[src/rtl/opcode_sequencer.sv]
// opcode_sequencer: programmable opcode table played out over a valid/ready handshake
module opcode_sequencer #(
    parameter int OPW   = 4,
    parameter int DEPTH = 8,
    parameter int AW    = 3
) (
    input  logic           clk,
    input  logic           rst_n,
    input  logic           cfg_we,
    input  logic [AW-1:0]  cfg_addr,
    input  logic [OPW-1:0] cfg_data,
    input  logic [AW:0]    seq_len,
    input  logic [1:0]     mode,
    input  logic           start,
    input  logic           step,
    input  logic           stop,
    input  logic           op_ready,
    output logic [OPW-1:0] OPCODE,
    output logic           op_valid,
    output logic [AW-1:0]  op_index,
    output logic           busy,
    output logic           done,
    output logic [7:0]     wrap_cnt
);
    typedef enum logic [1:0] {IDLE, RUN, HOLD, DONE} state_t;
    localparam logic [AW:0] LEN_MAX = (AW+1)'(DEPTH);
    localparam logic [AW:0] ONE     = (AW+1)'(1);
    state_t         state, nxt_state;
    logic [OPW-1:0] tbl [DEPTH];
    logic [AW:0]    len_q, nxt_len;
    logic [1:0]     mode_q;
    logic [AW-1:0]  nxt_idx;
    logic [7:0]     nxt_wrap, wrap_inc;
    logic           idle_like, last, launch;
    assign idle_like = (state == IDLE) || (state == DONE);
    assign launch    = idle_like && start && !stop;
    assign last      = ({1'b0, op_index} == len_q - ONE);
    assign wrap_inc  = (wrap_cnt == 8'hFF) ? wrap_cnt : wrap_cnt + 8'd1;
    assign nxt_len   = (seq_len != '0 && seq_len <= LEN_MAX) ? seq_len : LEN_MAX;
    // table storage, writable only while playback is not active
    always_ff @(posedge clk or negedge rst_n) begin
        if (!rst_n) begin
            for (int i = 0; i < DEPTH; i++) tbl[i] <= '0;
        end else if (cfg_we && idle_like) begin
            tbl[cfg_addr] <= cfg_data;
        end
    end
    // state register plus the registered playback outputs
    always_ff @(posedge clk or negedge rst_n) begin
        if (!rst_n) begin
            state    <= IDLE;
            op_index <= '0;
            wrap_cnt <= '0;
            OPCODE   <= '0;
            len_q    <= LEN_MAX;
            mode_q   <= 2'b00;
        end else begin
            state    <= nxt_state;
            op_index <= nxt_idx;
            wrap_cnt <= nxt_wrap;
            OPCODE   <= (nxt_state == RUN) ? tbl[nxt_idx] : OPCODE;
            len_q    <= launch ? nxt_len : len_q;
            mode_q   <= launch ? mode : mode_q;
        end
    end
    // next state, next index and wrap count; stop overrides everything
    always_comb begin
        nxt_state = state;
        nxt_idx   = op_index;
        nxt_wrap  = wrap_cnt;
        if (stop) begin
            nxt_state = IDLE;
        end else if (idle_like && start) begin
            nxt_state = RUN;
            nxt_idx   = '0;
            nxt_wrap  = '0;
        end else if (state == RUN && op_ready) begin
            if (mode_q == 2'b10) begin
                nxt_state = HOLD;
            end else if (!last) begin
                nxt_idx = op_index + 1'b1;
            end else if (mode_q == 2'b01) begin
                nxt_idx  = '0;
                nxt_wrap = wrap_inc;
            end else begin
                nxt_state = DONE;
            end
        end else if (state == HOLD && step) begin
            nxt_state = RUN;
            nxt_idx   = last ? '0 : op_index + 1'b1;
            nxt_wrap  = last ? wrap_inc : wrap_cnt;
        end
    end
    // status flags decoded from the state register only
    always_comb begin
        op_valid = (state == RUN);
        busy     = (state == RUN) || (state == HOLD);
        done     = (state == DONE);
    end
endmodule
[config.mk]
export PLATFORM = sky130hd
export DESIGN_NAME = opcode_sequencer
export DESIGN_NICKNAME = d
export VERILOG_FILES = /design/src/rtl/opcode_sequencer.sv
export SDC_FILE = /design/constraint.sdc
export NUM_CORES = 1
export LEC_CHECK = 0
export ABC_AREA = 1
export CAP_MARGIN = 25
export CORE_UTILIZATION = 40
export CTS_CLUSTER_DIAMETER = 40
export CTS_CLUSTER_SIZE = 14
export DETAILED_ROUTE_END_ITERATION = 8
export HOLD_SLACK_MARGIN = 0.06
export PLACE_DENSITY = 0.6
export SYNTH_ARGS = -nofsm -noshare
export SYNTH_HDL_FRONTEND = slang
export SYNTH_SLANG_ARGS = --single-unit
[constraint.sdc]
create_clock -name clk -period 2.7 [get_ports clk]
set_clock_uncertainty 0.2 [all_clocks]
set_input_delay 0.27 -clock clk [delete_from_list [all_inputs] [get_ports clk]]
set_output_delay 0.27 -clock clk [all_outputs]
set_load 0.01 [all_outputs]
==> impl_metrics.yaml, run 1 <==
run_status:
  status: "finished clean"
detailed_routing:
  drt_pre_antenna_iters: 4
  avgViaCountPerCell: 4.96
  avgRoutedWirePerCell_um: 13.5
  drt_wl_total_um: 7250
  drc: 0
  antenna_left: 0
  vias: 2654
  drt_iter0_drc: 115
place:
  place_inst: 521
  finalWeightedCongestion: 0.845
  hpwl_um: 5320
  io_buffers: 37
  dpl_cell_area_sq_um: 3460
  dpl_worst_slack_ns: -0.0250
worst_hold_path:
  hold_path_class: "reg -> reg"
  hold_depth: 2
critical_path:
  cp_slowest_cell: "dfrtp_1"
  path_buf_inv: 1
  crit_family: "simple AND/OR/NAND/NOR gates"
  crit_arrival_ns: 2.53
  worstSetupStartpointType: "register"
  worst_setup_path_end_kind: "register"
  max_stage_delay_ns: 0.46
  required_ns: 2.71
  reg2regPathDepth: 13
  path_cells: "ha_4 > nand2_2 > inv_1 > nor2_4 > nand2_1 > and3_1 > o2111ai_1 > nand2_2 > nand2_1 > nor2_2 > nand3_1 > o21ai_0 > a21oi_1"
  critPathMaxFanout: 7
  path_class: "reg -> reg"
  cp.depth: 13
grt:
  grt_usage: 0.209
  grt_max_degree: 56
  antenna_found_initial: 0
  grt_pass1_vias: 2547
  grt_first_pass_wirelength_um: 12200
  grt.overflow.total: 0
power_and_ir_drop:
  peakVddDrop_v: 0.000288
  p_leak_nw: 1.78
  sw_frac_of_total: 0.369
  pwr-share-clk: 0.189
  p_comb_frac: 0.368
  p_int_mw: 1.69
  p_per_area_nw_per_um2: 736
  power_switching_mw: 0.989
  p_seq_frac: 0.443
logic_synthesis:
  synth_warnings: 0
  netlist_area_sq_um: 2930
  synth_area_leader_cell: "dfrtp_1"
  synth.most_common_cell: "nand2_1"
  yosysTopAreaCellShare: 0.461
  synth.avg_cell_area_sq_um: 7.65
  ys.flop_type: "dfrtp_1"
  ys_types: 31
  synth_commonest_cells: "122 x nand2_1, 57 x nand3_1, 54 x dfrtp_1"
  ys_top_cells_by_area: "dfrtp_1 46%, nand2_1 16%, nand3_1 9.7%, o21ai_0 6.3%, inv_1 5.4%"
  ys_seq_area_frac: 0.470
  async_flop_share: 1.00
  synth_seq_cells: 55
  synth_edf_count: 0
  syn-num-nets: 409
  syn_inst: 383
sta:
  min_period_ns: 2.52
  rsz0062_at_grt: "false"
  whs_ns: 0.297
  fin_crit_sh: 0.935
  tightest_slew_ns: 0.728
  drv_slew: 0
  setup_viol: 0
  hold_viol: 0
  worst_slack_ns: 0.176
  max_freq_ghz: 0.396
  worst_slew_margin_rel: 0.515
job:
  cap_viol_max_count: 0
floorplanning:
  start_util: 0.422
  die_x_um: 87.6
  pin_count: 38
  row_count: 30
  die_h_um: 87.6
  core-area_sq_um: 6940
  die_area_sq_um: 7670
layout:
  nets: 464
  stdcell_area_sq_um: 3640
  diodes: 0
  final_layout_size_suffix_gt1_frac: 0.103
  area_delta_synth_final_pct: 24.4
  fin_cells: 535
  fillerInstances: 694
clocking:
  cts.sinks: 55
  ctsHtreeMaxLevel: 2
  clock_latency_ns: 0.32
  clkSlewWorstSetupHoldPaths_ns: 0.11
  root_buffer: "clkbuf_8"
  cts_buffer_depth: 2
  numCtsBuffers: 5
  tritoncts: "yes"
## through the flow
stage / setup TNS [ns] / power (mW) / utilization
6_report: 0 / 2.68 / 0.525
5_1_grt: 0 / 2.89 / 0.525
4_1_cts: 0 / 2.69 / 0.515
3_5_place_dp: -0.0250 / 2.17 / 0.498
3_3_place_gp: -0.0485 / 2.15 / 0.498
2_1_floorplan: 0 / 1.80 / -
## path summary, 6_finish.rpt
kind / endpoint / slack [ns] / start
worst min register to register: tbl[19] / 0.30 / tbl[19]
worst max register to register: wrap_cnt[7] / 0.18 / state[1]
worst max-delay path: wrap_cnt[7] / 0.18 / state[1]
worst min-delay path: tbl[19] / 0.30 / tbl[19]
min in group asynchronous: len_q[2] / 0.40 / rst_n
max in group asynchronous: mode_q[1] / 1.39 / rst_n
## routing by layer
metal | share of wire | track usage | up-vias
met3 | 0.025 | 0.0292 | 6
met4 | 0.012 | 0.0626 | 0
met1 | 0.46 | 0.264 | 1252
li1 | - | - | 1349
met5 | 0 | 0 | -
met2 | 0.51 | 0.373 | 47
## sequential cells by signal, summed over array words and instances (netlist names)
name,flops
op_index,3
len_q,4
OPCODE,4
tbl,32
mode_q,2
state,2
wrap_cnt,8
## cell usage in the layout (no fill, tap or decap), types with 2 or more instances in the layout
cell / count
nor2_2: 4
nor2_4: 2
ha_1: 5
nand2_1: 120
nand3_1: 57
dfrtp_1: 54
inv_6: 2
o22ai_1: 3
nand2_4: 2
nand2_2: 4
clkbuf_8: 6
o21ai_0: 37
nand3_2: 2
clkdlybuf4s50_1: 36
buf_4: 13
o21ai_1: 2
nor2_1: 18
a21oi_1: 12
inv_1: 42
## cell type report
cell class / instances / area [sq um] / area share
clock buffer: 6 / 82.6 / 0.0227
clock inverter: 2 / 17.5 / 0.00481
inverter: 43 / 161 / 0.0443
multi-input combinational: 281 / 1390 / 0.382
sequential: 55 / 1380 / 0.378
tap: 96 / 120 / 0.0330
timing repair buffer: 52 / 493 / 0.135
## worst register-to-register path, stage by stage, from the launching register on
cell and delay, ns:
dfrtp_1 0.46, ha_4 0.32, nand2_2 0.12, inv_1 0.14
nor2_4 0.07, nand2_1 0.06, and3_1 0.13, o2111ai_1 0.18
nand2_2 0.18, nand2_1 0.08, nor2_2 0.15, nand3_1 0.13
o21ai_0 0.16, a21oi_1 0.05
## logic make-up after synthesis
group	share of synthesized area
and+or+nand+nor	0.325
AOI/OAI and AO/OA	0.110
DFF	0.470
buffers and inverters	0.0666
adders and majority gates	0.0256
xor gates and xnor gates	0.00299
## power groups by stage
stage	registers [mW]	clock network (mW)	logic (mW)
6_report	1.19	0.508	0.987
2_1_floorplan	1.20	0	0.600
3_3_place_gp	1.20	0	0.952
4_1_cts	1.19	0.528	0.972
3_5_place_dp	1.20	0	0.966
5_1_grt	1.21	0.551	1.12
## timing repair
action                                  CTS  global route
endpoints found under the hold margin    54             0
pin swaps                                 0             1
gates resized for setup                   1             6
hold buffers                              1             0
endpoints found under the setup margin    1             8
setup buffers                             0             5
Note: power is estimated with default switching activity, not from simulation.
==> inputs of run 2 (changes only) <==
--- a/config.mk
+++ b/config.mk
@@ -7,8 +7,9 @@
 export LEC_CHECK = 0
 export ABC_AREA = 1
 export CAP_MARGIN = 25
+export CORE_ASPECT_RATIO = 1.5
 export CORE_UTILIZATION = 40
-export CTS_CLUSTER_DIAMETER = 40
+export CTS_CLUSTER_DIAMETER = 150
 export CTS_CLUSTER_SIZE = 14
 export DETAILED_ROUTE_END_ITERATION = 8
 export HOLD_SLACK_MARGIN = 0.06
==> impl_metrics.yaml, run 2 (synthesis gave the netlist of run 1 again) <==
run_status:
  status: "finished clean"
floorplanning:
  row_count: 37
  start_util: 0.419
  core-area_sq_um: 6990
  die_x_um: 71.9
  die_h_um: 107
  die_area_sq_um: 7680
  pin_count: 38
place:
  finalWeightedCongestion: 0.923
  hpwl_um: 5520
  dpl_worst_slack_ns: 0.137
  io_buffers: 37
  place_inst: 521
critical_path:
  crit_family: "simple AND/OR/NAND/NOR gates"
  r2r-start: "len_q[0]"
  r2r_slack_ns: 0.16
  path_class: "reg -> reg"
  cp_slowest_cell: "dfrtp_1"
  worst_setup_path_end_kind: "register"
  critPathMaxFanout: 6
  worstSetupStartpointType: "register"
  r2r_end: "OPCODE[0]"
  path_cells: "inv_2 > ha_1 > nand2_1 > inv_1 > nor2_1 > nand2_1 > nor2_4 > nand3_2 > nand3_1 > nand3_2 > nand2_8 > buf_4 > nand3_1 > nand3_1 > nand3_1 > nand2_1 > nand2_1 > nand2_1"
  path_common_cell: "nand2_1"
  max_stage_delay_ns: 0.37
  path_buf_inv: 3
  required_ns: 2.75
  reg2regPathDepth: 18
  crit_arrival_ns: 2.59
layout:
  area_delta_synth_final_pct: 23.6
  top_regs: "tbl: 32 flops, wrap_cnt: 8 flops"
  nets: 462
  final_layout_size_suffix_gt1_frac: 0.101
  largest_reg_flops: 32
  final_common_cell: "nand2_1"
  regMostFlops: "tbl"
  mostFrequentLayoutCells: "120 x nand2_1, 56 x nand3_1, 54 x dfrtp_1"
  diodes: 0
  fin_cells: 534
grt:
  grt.overflow.total: 0
  antenna_found_initial: 0
  grt_usage: 0.202
  grt_first_pass_wirelength_um: 11900
  grt_max_degree: 56
  grt_pass1_vias: 2559
clocking:
  cts_buffer_depth: 2
  ctsHtreeMaxLevel: 2
  clkSlewWorstSetupHoldPaths_ns: 0.10
  clock_latency_ns: 0.31
  numCtsBuffers: 5
  tritoncts: "yes"
  root_buffer: "clkbuf_8"
  cts.sinks: 55
sta:
  worst_slack_ns: 0.164
  max_freq_ghz: 0.394
  tightest_slew_ns: 0.728
  worst_slew_margin_rel: 0.515
  setup_viol: 0
  fin_crit_sh: 0.939
  min_period_ns: 2.54
  drv_slew: 0
  rsz0062_at_grt: "false"
  whs_ns: 0.297
  setup_tns_ns: 0
  hold_viol: 0
detailed_routing:
  vias: 2662
  avgRoutedWirePerCell_um: 13.9
  drt_iter0_drc: 177
  drc: 0
  antenna_left: 0
  drt_wl_total_um: 7410
  drt_pre_antenna_iters: 4
  avgViaCountPerCell: 4.99
power_and_ir_drop:
  fin_total_pwr_mw: 2.64
  p_leak_nw: 1.76
  p_per_area_nw_per_um2: 729
  peakVddDrop_v: 0.000356
worst_hold_path:
  min_to: "tbl[26]"
  hold_path_class: "reg -> reg"
  hold_depth: 2
  hp-start: "tbl[26]"
job:
  cap_viol_max_count: 0
-- run 2: stage by stage --
| step | instance area (sq um) | util |
|---|---|---|
| floorplan | 2930 | - |
| global placement | 3440 | 0.492 |
| detailed placement | 3440 | 0.492 |
| CTS | 3540 | 0.506 |
| global route | 3620 | 0.518 |
| finish | 3620 | 0.518 |
-- run 2: per-layer routing --
layer	track usage	vias up	part of all wire
li1	-	1347	-
met1	0.229	1221	0.41
met2	0.358	72	0.51
met3	0.0235	22	0.033
met4	0.119	0	0.046
met5	0	-	0
-- run 2: worst max path at each step --
stage / from / end / slack, ns / cells after the start
floorplan: len_q[0] / OPCODE[1] / 0.37 / 19
global placement: len_q[0] / OPCODE[2] / 0.14 / 18
detailed placement: len_q[0] / OPCODE[2] / 0.14 / 18
CTS: len_q[0] / OPCODE[2] / 0.12 / 18
global route: len_q[1] / OPCODE[2] / 0.004 / 18
finish: len_q[0] / OPCODE[0] / 0.16 / 18
-- run 2: cell type report --
cell class                 instances  area [sq um]
tap                               97           121
clock buffer                       6          72.6
multi-input combinational        282          1410
sequential                        55          1380
clock inverter                     2          12.5
timing repair buffer              49           470
inverter                          43           161
fill                             679          3370
-- run 2: power breakdown --
part / switching (mW) / internal, mW / total, mW
logic: 0.556 / 0.427 / 0.983
clock network: 0.278 / 0.182 / 0.460
registers: 0.153 / 1.04 / 1.20
total: 0.988 / 1.65 / 2.64
-- run 2: tightest hold or removal path, cell delays in order, from the launching register on --
cell and delay, ns:
dfrtp_1 0.36, nand2_1 0.05, o21ai_0 0.06
-- run 2: repair_timing --
item	CTS	global route
endpoints found under the setup margin	0	8
gates resized for setup	0	9
hold buffers	1	0
endpoints found under the hold margin	54	0
setup buffers	0	3
==> inputs of run 3 (changes only) <==
--- a/config.mk
+++ b/config.mk
@@ -12,8 +12,8 @@
 export CTS_CLUSTER_DIAMETER = 150
 export CTS_CLUSTER_SIZE = 14
 export DETAILED_ROUTE_END_ITERATION = 8
-export HOLD_SLACK_MARGIN = 0.06
-export PLACE_DENSITY = 0.6
+export PLACE_DENSITY = 0.62
+export SLEW_MARGIN = 20
 export SYNTH_ARGS = -nofsm -noshare
 export SYNTH_HDL_FRONTEND = slang
 export SYNTH_SLANG_ARGS = --single-unit
==> constraint.sdc (replaced) <==
create_clock -name clk -period 2.3 [get_ports clk]
set_clock_uncertainty 0.2 [all_clocks]
set_input_delay 0.23 -clock clk [delete_from_list [all_inputs] [get_ports clk]]
set_output_delay 0.23 -clock clk [all_outputs]
set_load 0.01 [all_outputs]
==> impl_metrics.yaml, run 3 (synthesis gave the netlist of run 1 again) <==
detailed_routing:
  drt_pre_antenna_iters: 4
  vias: 2859
  drt_wl_total_um: 7910
  drt_iter0_drc: 194
  avgViaCountPerCell: 5.11
  antenna_left: 0
  drc: 0
  avgRoutedWirePerCell_um: 14.2
layout:
  area_delta_synth_final_pct: 37.5
  mostFrequentLayoutCells: "110 x nand2_1, 54 x dfrtp_1, 51 x nand3_1"
  regMostFlops: "tbl"
  postLayoutCoreUtil: 0.576
  diodes: 0
  largest_reg_flops: 32
  top_regs: "tbl: 32 flops, wrap_cnt: 8 flops"
  final_layout_size_suffix_gt1_frac: 0.212
  nets: 487
  final_common_cell: "nand2_1"
place:
  io_buffers: 37
  hpwl_um: 5820
  dpl_worst_slack_ns: -0.197
  finalWeightedCongestion: 0.933
floorplanning:
  start_util: 0.419
  die_x_um: 71.9
  row_count: 37
  core-area_sq_um: 6990
  pin_count: 38
  die_area_sq_um: 7680
  die_h_um: 107
critical_path:
  critPathMaxFanout: 9
  path_class: "reg -> reg"
  required_ns: 2.31
  reg2regPathDepth: 18
  r2r_slack_ns: -0.10
  r2r-start: "len_q[0]"
  worstSetupStartpointType: "register"
  r2r_end: "OPCODE[2]"
  worst_setup_path_end_kind: "register"
  crit_arrival_ns: 2.41
sta:
  drv_slew: 0
  min_period_ns: 2.40
  whs_ns: 0.261
  hold_viol: 0
  tightest_slew_ns: 0.674
  worst_slew_margin_rel: 0.551
  worst_slack_ns: -0.101
  setup_viol: 5
  max_freq_ghz: 0.417
  rsz0062_at_grt: "true"
  fin_crit_sh: 1.04
power_and_ir_drop:
  peakVddDrop_v: 0.000570
  fin_total_pwr_mw: 3.48
  p_per_area_nw_per_um2: 865
  p_leak_nw: 1.95
clocking:
  tritoncts: "yes"
  ctsHtreeMaxLevel: 2
  cts.sinks: 55
  clock_latency_ns: 0.31
  clkSlewWorstSetupHoldPaths_ns: 0.10
  numCtsBuffers: 5
  root_buffer: "clkbuf_8"
  cts_buffer_depth: 2
worst_hold_path:
  hold_depth: 3
  hp-start: "mode[0]"
  hold_path_class: "in -> reg"
  min_to: "mode_q[0]"
job:
  cap_viol_max_count: 0
grt:
  grt.overflow.total: 0
  antenna_found_initial: 0
  grt_first_pass_wirelength_um: 12900
  grt_pass1_vias: 2787
  grt_max_degree: 30
  grt_usage: 0.217
run_status:
  status: "complete, but fails checks"
  failed_checks: "negative setup slack"
-- run 3: worst max-delay path, stage by stage (launching register included) --
cell	delay [ns]
dfrtp_1	0.40
inv_2	0.08
ha_4	0.21
nand2_2	0.05
inv_1	0.03
nor2_1	0.08
nand2_1	0.09
nor2_4	0.15
nand3_2	0.12
nand3_2	0.10
nand3_4	0.12
nand2_8	0.15
nand2_8	0.09
nand2_1	0.08
nand3_1	0.09
nand3_2	0.10
nand2_1	0.06
nand2_1	0.06
nand2_1	0.04
-- run 3: worst max-delay path by stage --
stage,startpoint,end,slack [ns],cells after the start
2_1_floorplan,len_q[0],OPCODE[1],0.008,19
3_3_place_gp,len_q[0],OPCODE[2],-0.15,18
3_5_place_dp,len_q[0],OPCODE[2],-0.20,18
4_1_cts,len_q[0],OPCODE[2],-0.09,18
5_1_grt,len_q[1],OPCODE[2],-0.23,17
6_report,len_q[0],OPCODE[2],-0.10,18
-- run 3: timing repair --
action / in CTS / in global routing
pin swaps: 9 / 10
hold buffers: 1 / 0
cloned: 4 / 0
setup buffers: 5 / 5
gates resized for setup: 17 / 33
endpoints found under the hold margin: 26 / 0
setup endpoints to repair: 9 / 14
-- run 3: final cells by class --
cell class	instances	area [sq um]
clock buffers	6	82.6
clock inverters	2	35.0
fillers	651	2960
inverters	43	164
multi-input cells	285	1590
flip-flops and latches	55	1380
well taps	97	121
repair buffers	71	652
-- run 3: where the power goes --
part | total [mW] | switching (mW) | internal, mW
combinational | 1.39 | 0.757 | 0.633
sequential | 1.42 | 0.192 | 1.22
clock | 0.677 | 0.324 | 0.353
-- run 3: through the flow --
step                      std cells  area (sq um)  setup TNS [ns]
final                           559          4030          -0.345
after global routing            559          4030           -1.47
after CTS                       555          3860          -0.328
after detailed placement        537          3570          -0.797
after global placement          537          3570          -0.565
after floorplan                 383          2930               0
-- run 3: routing by layer --
metal  global-route usage  vias up  share of wire
li1                     -     1412              -
met1                0.237     1335           0.40
met2                0.399       82           0.53
met3               0.0282       30          0.027
met4                0.116        0          0.046
met5                    0        -              0
